File: src/rtl/board_io_pkg.sv
// Shared constants for the board I/O block: seven-segment glyphs,
// PS/2 frame field positions and the receiver state encoding.
package board_io_pkg;

    localparam int FRAME_BITS = 11;
    localparam int START_POS  = 0;
    localparam int DATA_LSB   = 1;
    localparam int DATA_MSB   = 8;
    localparam int PARITY_POS = 9;
    localparam int STOP_POS   = 10;

    localparam logic [7:0] SEG_BLANK = 8'hFF;

    // Active-low glyphs, bit0=a .. bit6=g, bit7=dp (kept off).
    localparam logic [7:0] SEG_HEX [16] = '{
        8'hC0, 8'hF9, 8'hA4, 8'hB0, 8'h99, 8'h92, 8'h82, 8'hF8,
        8'h80, 8'h90, 8'h88, 8'h83, 8'hC6, 8'hA1, 8'h86, 8'h8E
    };

    typedef enum logic [1:0] {
        ST_IDLE  = 2'd0,
        ST_RECV  = 2'd1,
        ST_CHECK = 2'd2
    } ps2_state_t;

    function automatic logic [7:0] hex_to_seg(input logic [3:0] nib);
        return SEG_HEX[nib];
    endfunction

endpackage

File: src/rtl/board_io_if.sv
// Keyboard result bus from the PS/2 receiver to the display logic.
interface board_io_if;
    import board_io_pkg::*;

    // ready is a one-cycle strobe qualifying code; there is no backpressure,
    // so the consumer must take code in the cycle ready is high.
    logic [7:0] code;
    logic       ready;
    logic [7:0] count;
    ps2_state_t state;

    modport master (output code, output ready, output count, output state);
    modport slave  (input code, input ready, input count, input state);

endinterface

File: src/rtl/board_io_ps2_rx.sv
// PS/2 receiver: synchronizers, falling-edge detect, 11-bit shift register,
// frame validation one cycle after the stop bit, and an idle-clock timeout.
module ps2_rx
    import board_io_pkg::*;
#(
    parameter int PS2_TIMEOUT = 50_000
) (
    input  logic       clk,
    input  logic       resetn,
    input  logic       ps2_clk,
    input  logic       ps2_data,
    board_io_if.master kbd
);

    localparam int TW = $clog2(PS2_TIMEOUT + 1);

    logic [1:0]            clk_sync;
    logic [1:0]            data_sync;
    logic                  clk_hist;
    logic [FRAME_BITS-1:0] frame_q, frame_d;
    logic [3:0]            bit_cnt_q, bit_cnt_d;
    logic [TW-1:0]         to_cnt_q, to_cnt_d;
    ps2_state_t            state_q, state_d;
    logic [7:0]            code_q;
    logic                  ready_q;
    logic [7:0]            count_q;
    logic                  fall;
    logic                  frame_ok;
    logic                  accept;

    assign fall     = clk_hist & ~clk_sync[1];
    assign frame_ok = ~frame_q[START_POS] & frame_q[STOP_POS]
                    & (^frame_q[PARITY_POS:DATA_LSB]);

    always_ff @(posedge clk or negedge resetn) begin
        if (!resetn) begin
            clk_sync  <= 2'b11;
            data_sync <= 2'b11;
            clk_hist  <= 1'b1;
            frame_q   <= '0;
            bit_cnt_q <= '0;
            to_cnt_q  <= '0;
            state_q   <= ST_IDLE;
            code_q    <= 8'h00;
            ready_q   <= 1'b0;
            count_q   <= 8'h00;
        end else begin
            clk_sync  <= {clk_sync[0], ps2_clk};
            data_sync <= {data_sync[0], ps2_data};
            clk_hist  <= clk_sync[1];
            frame_q   <= frame_d;
            bit_cnt_q <= bit_cnt_d;
            to_cnt_q  <= to_cnt_d;
            state_q   <= state_d;
            ready_q   <= accept;
            if (accept) begin
                code_q  <= frame_q[DATA_MSB:DATA_LSB];
                count_q <= count_q + 8'd1;
            end
        end
    end

    always_comb begin
        state_d   = state_q;
        bit_cnt_d = bit_cnt_q;
        frame_d   = frame_q;
        to_cnt_d  = '0;
        accept    = 1'b0;

        if (state_q == ST_CHECK) begin
            accept  = frame_ok;
            state_d = ST_IDLE;
        end

        // A partial frame whose clock idles high too long is abandoned.
        if (bit_cnt_q != 4'd0 && clk_sync[1]) begin
            if (to_cnt_q == TW'(PS2_TIMEOUT - 1)) begin
                bit_cnt_d = 4'd0;
                state_d   = ST_IDLE;
            end else begin
                to_cnt_d = to_cnt_q + 1'b1;
            end
        end

        // LSB arrives first, so shift in from the top.
        if (fall) begin
            frame_d = {data_sync[1], frame_q[FRAME_BITS-1:1]};
            if (bit_cnt_q == 4'(FRAME_BITS - 1)) begin
                bit_cnt_d = 4'd0;
                state_d   = ST_CHECK;
            end else begin
                bit_cnt_d = bit_cnt_q + 4'd1;
                state_d   = ST_RECV;
            end
        end
    end

    assign kbd.code  = code_q;
    assign kbd.ready = ready_q;
    assign kbd.count = count_q;
    assign kbd.state = state_q;

endmodule

File: src/rtl/board_io.sv
// Board I/O top: rotating LED pattern mixed with switches, PS/2 keyboard
// receiver, and hex display of the last scancode and accepted-frame count.
module board_io
    import board_io_pkg::*;
#(
    parameter int LED_DIV     = 5_000_000,
    parameter int PS2_TIMEOUT = 50_000
) (
    input  logic        clk,
    input  logic        resetn,
    input  logic [7:0]  sw,
    input  logic        ps2_clk,
    input  logic        ps2_data,
    output logic [15:0] ledr,
    output logic [7:0]  seg0,
    output logic [7:0]  seg1,
    output logic [7:0]  seg2,
    output logic [7:0]  seg3,
    output logic [7:0]  seg4,
    output logic [7:0]  seg5,
    output logic [7:0]  seg6,
    output logic [7:0]  seg7,
    output logic [7:0]  kbd_code,
    output logic        kbd_ready
);

    localparam int CW = $clog2(LED_DIV + 1);

    logic [CW-1:0] led_cnt;
    logic [15:0]   rot;

    board_io_if kbd_bus ();

    ps2_rx #(
        .PS2_TIMEOUT(PS2_TIMEOUT)
    ) u_rx (
        .clk     (clk),
        .resetn  (resetn),
        .ps2_clk (ps2_clk),
        .ps2_data(ps2_data),
        .kbd     (kbd_bus.master)
    );

    // Rotation happens in the same cycle the divider wraps.
    always_ff @(posedge clk or negedge resetn) begin
        if (!resetn) begin
            led_cnt <= '0;
            rot     <= 16'h0001;
        end else if (led_cnt == CW'(LED_DIV - 1)) begin
            led_cnt <= '0;
            rot     <= {rot[14:0], rot[15]};
        end else begin
            led_cnt <= led_cnt + 1'b1;
        end
    end

    assign ledr      = {rot[15:8], rot[7:0] ^ sw};
    assign kbd_code  = kbd_bus.code;
    assign kbd_ready = kbd_bus.ready;

    assign seg0 = hex_to_seg(kbd_bus.code[3:0]);
    assign seg1 = hex_to_seg(kbd_bus.code[7:4]);
    assign seg2 = hex_to_seg(kbd_bus.count[3:0]);
    assign seg3 = hex_to_seg(kbd_bus.count[7:4]);
    assign seg4 = SEG_BLANK;
    assign seg5 = SEG_BLANK;
    assign seg6 = SEG_BLANK;
    assign seg7 = SEG_BLANK;

endmodule

File: config.mk
export PLATFORM = sky130hd
export DESIGN_NAME = board_io
export DESIGN_NICKNAME = d
export VERILOG_FILES = /design/src/rtl/board_io_pkg.sv /design/src/rtl/board_io_if.sv /design/src/rtl/board_io_ps2_rx.sv /design/src/rtl/board_io.sv
export SDC_FILE = /design/constraint.sdc
export NUM_CORES = 1
export LEC_CHECK = 0
export BUFFER_PORTS_ARGS = -buffer_cell sky130_fd_sc_hd__buf_4
export CAP_MARGIN = 20
export CORE_UTILIZATION = 55
export CTS_CLUSTER_DIAMETER = 100
export DETAILED_ROUTE_END_ITERATION = 8
export GPL_TIMING_DRIVEN = 0
export PLACE_DENSITY = 0.89
export SLEW_MARGIN = 25
export SYNTH_ARGS = -nofsm -noshare
export SYNTH_HDL_FRONTEND = slang
export SYNTH_SLANG_ARGS = --single-unit
export TNS_END_PERCENT = 20
File: constraint.sdc
create_clock -name clk -period 5.8 [get_ports clk]
set_clock_uncertainty 0.15 [all_clocks]
set_input_delay 0.58 -clock clk [delete_from_list [all_inputs] [get_ports clk]]
set_output_delay 0.58 -clock clk [all_outputs]
set_load 0.005 [all_outputs]
==> flow_metrics.tcl <==
set metrics [dict create \
    powerDensity_nw_per_um2 218 \
    fill_cells 690 \
    detail_route.wirelength_mm 10.3 \
    grt_pass1_wl_mm 17.0 \
    htreeDepth 3 \
    numCtsBuffers 9 \
    ir_worst_vdd_mv 0.165 \
    routed-via-count 4079 \
    p_leak_nw 3.12 \
    synthTopCellsByCount "dfrtp_1, nand2_1, nor2_1, buf_4, ha_1" \
    synth_edf_count 0 \
    antenna_cells 0 \
    antenna_found_initial 0 \
    clock_path_buffers 2 \
    synthTopCellsByArea "dfrtp_1, ha_1, buf_4, nand2_1, xnor2_1" \
    nNetsFinal 697 \
    path_clk_slew_ps 90 \
    hold_buffers 0 \
    max_freq_ghz 0.364 \
    yosysTopAreaCellShare_pct 40.5 \
    yosysMostFrequentCell "dfrtp_1" \
    cp_data_required_time_ps 5070 \
    worst_pin_slew_ps 830 \
    dieArea_um2 10300 \
    dp_hpwl_mm 7.30 \
    fin_util_pct 68.3 \
    synth_warnings 0 \
    ys_async_sr_fraction_pct 100 \
    finalSetupViolations 0 \
    setup_tns_ps 0 \
    p_total_mw 1.40 \
    ioPinCount 101 \
    maxCapViolations 0 \
    crit_fanout 7 \
    seq_area_frac_synth_pct 43.4 \
    ant_nets 0 \
    wl_per_cell_um 13.0 \
    drt_iter0_drc 233 \
    startpoint_type "flip-flop" \
    hold_viol 0 \
    worstPathArrival_ps 2020 \
    slew_headroom_pct 44.6 \
    synthCells 546 \
    synth-main-ff-cell "dfrtp_1" \
    cts-root-buf "clkbuf_8" \
    die_h_um 101 \
    cp-end-kind "primary output" \
    drv_slew 0 \
    finalCritPeriodShare_pct 47.4 \
    fin_ws_ps 3050 \
    avgViaCountPerCell 5.17 \
    core_area_um2 9420 \
    start_util_pct 57.7 \
    dp_worst_setup_slack_ps 3200 \
    row_count 35 \
    cts_resized 0 \
    status "complete, no violations" \
    grtUsageTotal_pct 20.9 \
    cts_setup_buffers 0 \
    synth_top_area_cell "dfrtp_1" \
    clock_sinks 94 \
    drive_gt1_share_pct 25.3 \
    die_x_um 101 \
    grt_pass1_vias 3814 \
    insertion_delay_ps 350 \
    synth_area_um2 5440 \
    tritoncts "yes" \
    portBuffers 64 \
    gp_congestion 0.869 \
    ys_ff_latch 94 \
    avgSynthCellArea_um2 9.96 \
    rrSetupSlack_ps 3160 \
    dr.pass1.iters 4 \
    rsz0062_at_grt "no" \
    ys_types 56 \
    grt_max_degree 95 \
    crit_type "reg2out" \
    hold_class "in2async" \
    overflow 0 \
    remaining_drc_errors 0 \
    layout_min_cycle_time_ps 2750 \
    areaGrowthSynthToFinish_pct 18.3 \
]
## logic make-up after synthesis
| kind of cell | after synthesis | share of synthesized area (%) |
|---|---|---|
| other | 1 | 0.0690 |
| adders and majority gates | 29 | 6.67 |
| xor gates and xnor gates | 55 | 9.53 |
| muxes | 35 | 7.66 |
| DFF | 94 | 43.4 |
| AOI/OAI and AO/OA | 53 | 5.89 |
| and+or+nand+nor | 202 | 18.0 |
| buffers and inverters | 77 | 8.75 |
## registers in the layout, indices dropped and copies added, names as in the netlist
name,flops
u_rx.frame_q,11
u_rx.kbd.count,8
u_rx.kbd.state,2
u_rx.kbd.ready,1
u_rx.kbd.code,8
u_rx.clk_hist,1
u_rx.data_sync,2
u_rx.bit_cnt_q,4
rot,16
led_cnt,23
u_rx.to_cnt_q,16
u_rx.clk_sync,2
## stage by stage
stage / cell area, um2 / cells / hold WS, ps
2_1_floorplan: 5570 / 581 / 134
4_1_cts: 6420 / 789 / 165
5_1_grt: 6430 / 789 / 155
3_3_place_gp: 6210 / 774 / 196
6_report: 6430 / 789 / 106
3_5_place_dp: 6210 / 774 / 197
## layer usage
metal  GRT usage (%)  part of all wire [%]
met1            26.7                    44
met2            36.1                    50
met3            4.00                   4.5
met4            6.35                  0.96
met5               0                     0
## area by class of cell
class	count	area [um2]	area share, %
flip-flops and latches	94	2360	36.7
clock inverters	6	86.3	1.34
plain buffers	59	408	6.34
well taps	129	161	2.51
repair buffers	64	484	7.53
inverters	18	67.6	1.05
multi-input cells	410	2740	42.6
clock buffers	9	124	1.93
## report_power, final
group          total [mW]  internal (mW)  switching (mW)
Combinational       0.212          0.109           0.103
Clock               0.461          0.240           0.221
Sequential          0.730          0.690          0.0402
Total                1.40           1.04           0.364
## worst paths after layout
| path | cells after the start | start | to |
|---|---|---|---|
| hold reg to reg | 0 | u_rx.data_sync[0] | u_rx.data_sync[1] |
| hold / removal | 1 | resetn | rot[10] |
| min in group clk | 1 | ps2_data | u_rx.data_sync[0] |
| setup / recovery | 6 | u_rx.kbd.count[5] | seg3[0] |
| setup reg to reg | 7 | led_cnt[0] | rot[13] |
| max in group asynchronous | 1 | resetn | led_cnt[12] |
## worst max-delay path, stage by stage, from the launching register on
cell     delay (ps)
dfrtp_1         480
inv_1           170
ha_1            260
nor2b_1          80
or3b_2          450
o21ai_0          80
buf_4           130
## cells in the final DEF (no fill, tap or decap), types with 5 or more instances in the layout
| cell | count |
|---|---|
| clkbuf_8 | 9 |
| clkbuf_1 | 9 |
| dfrtp_1 | 88 |
| o21ai_0 | 21 |
| nor2_1 | 53 |
| nand3_1 | 25 |
| nand2_1 | 69 |
| nand2b_1 | 6 |
| nor2b_1 | 9 |
| inv_1 | 17 |
| nor4_1 | 5 |
| a21oi_1 | 13 |
| mux2_2 | 20 |
| dfstp_2 | 6 |
| nand4_1 | 5 |
| mux2i_1 | 11 |
| xor2_1 | 26 |
| ha_1 | 29 |
| buf_4 | 108 |
| xnor2_1 | 26 |
| conb_1 | 36 |
Note: power is estimated with default switching activity, not from simulation.
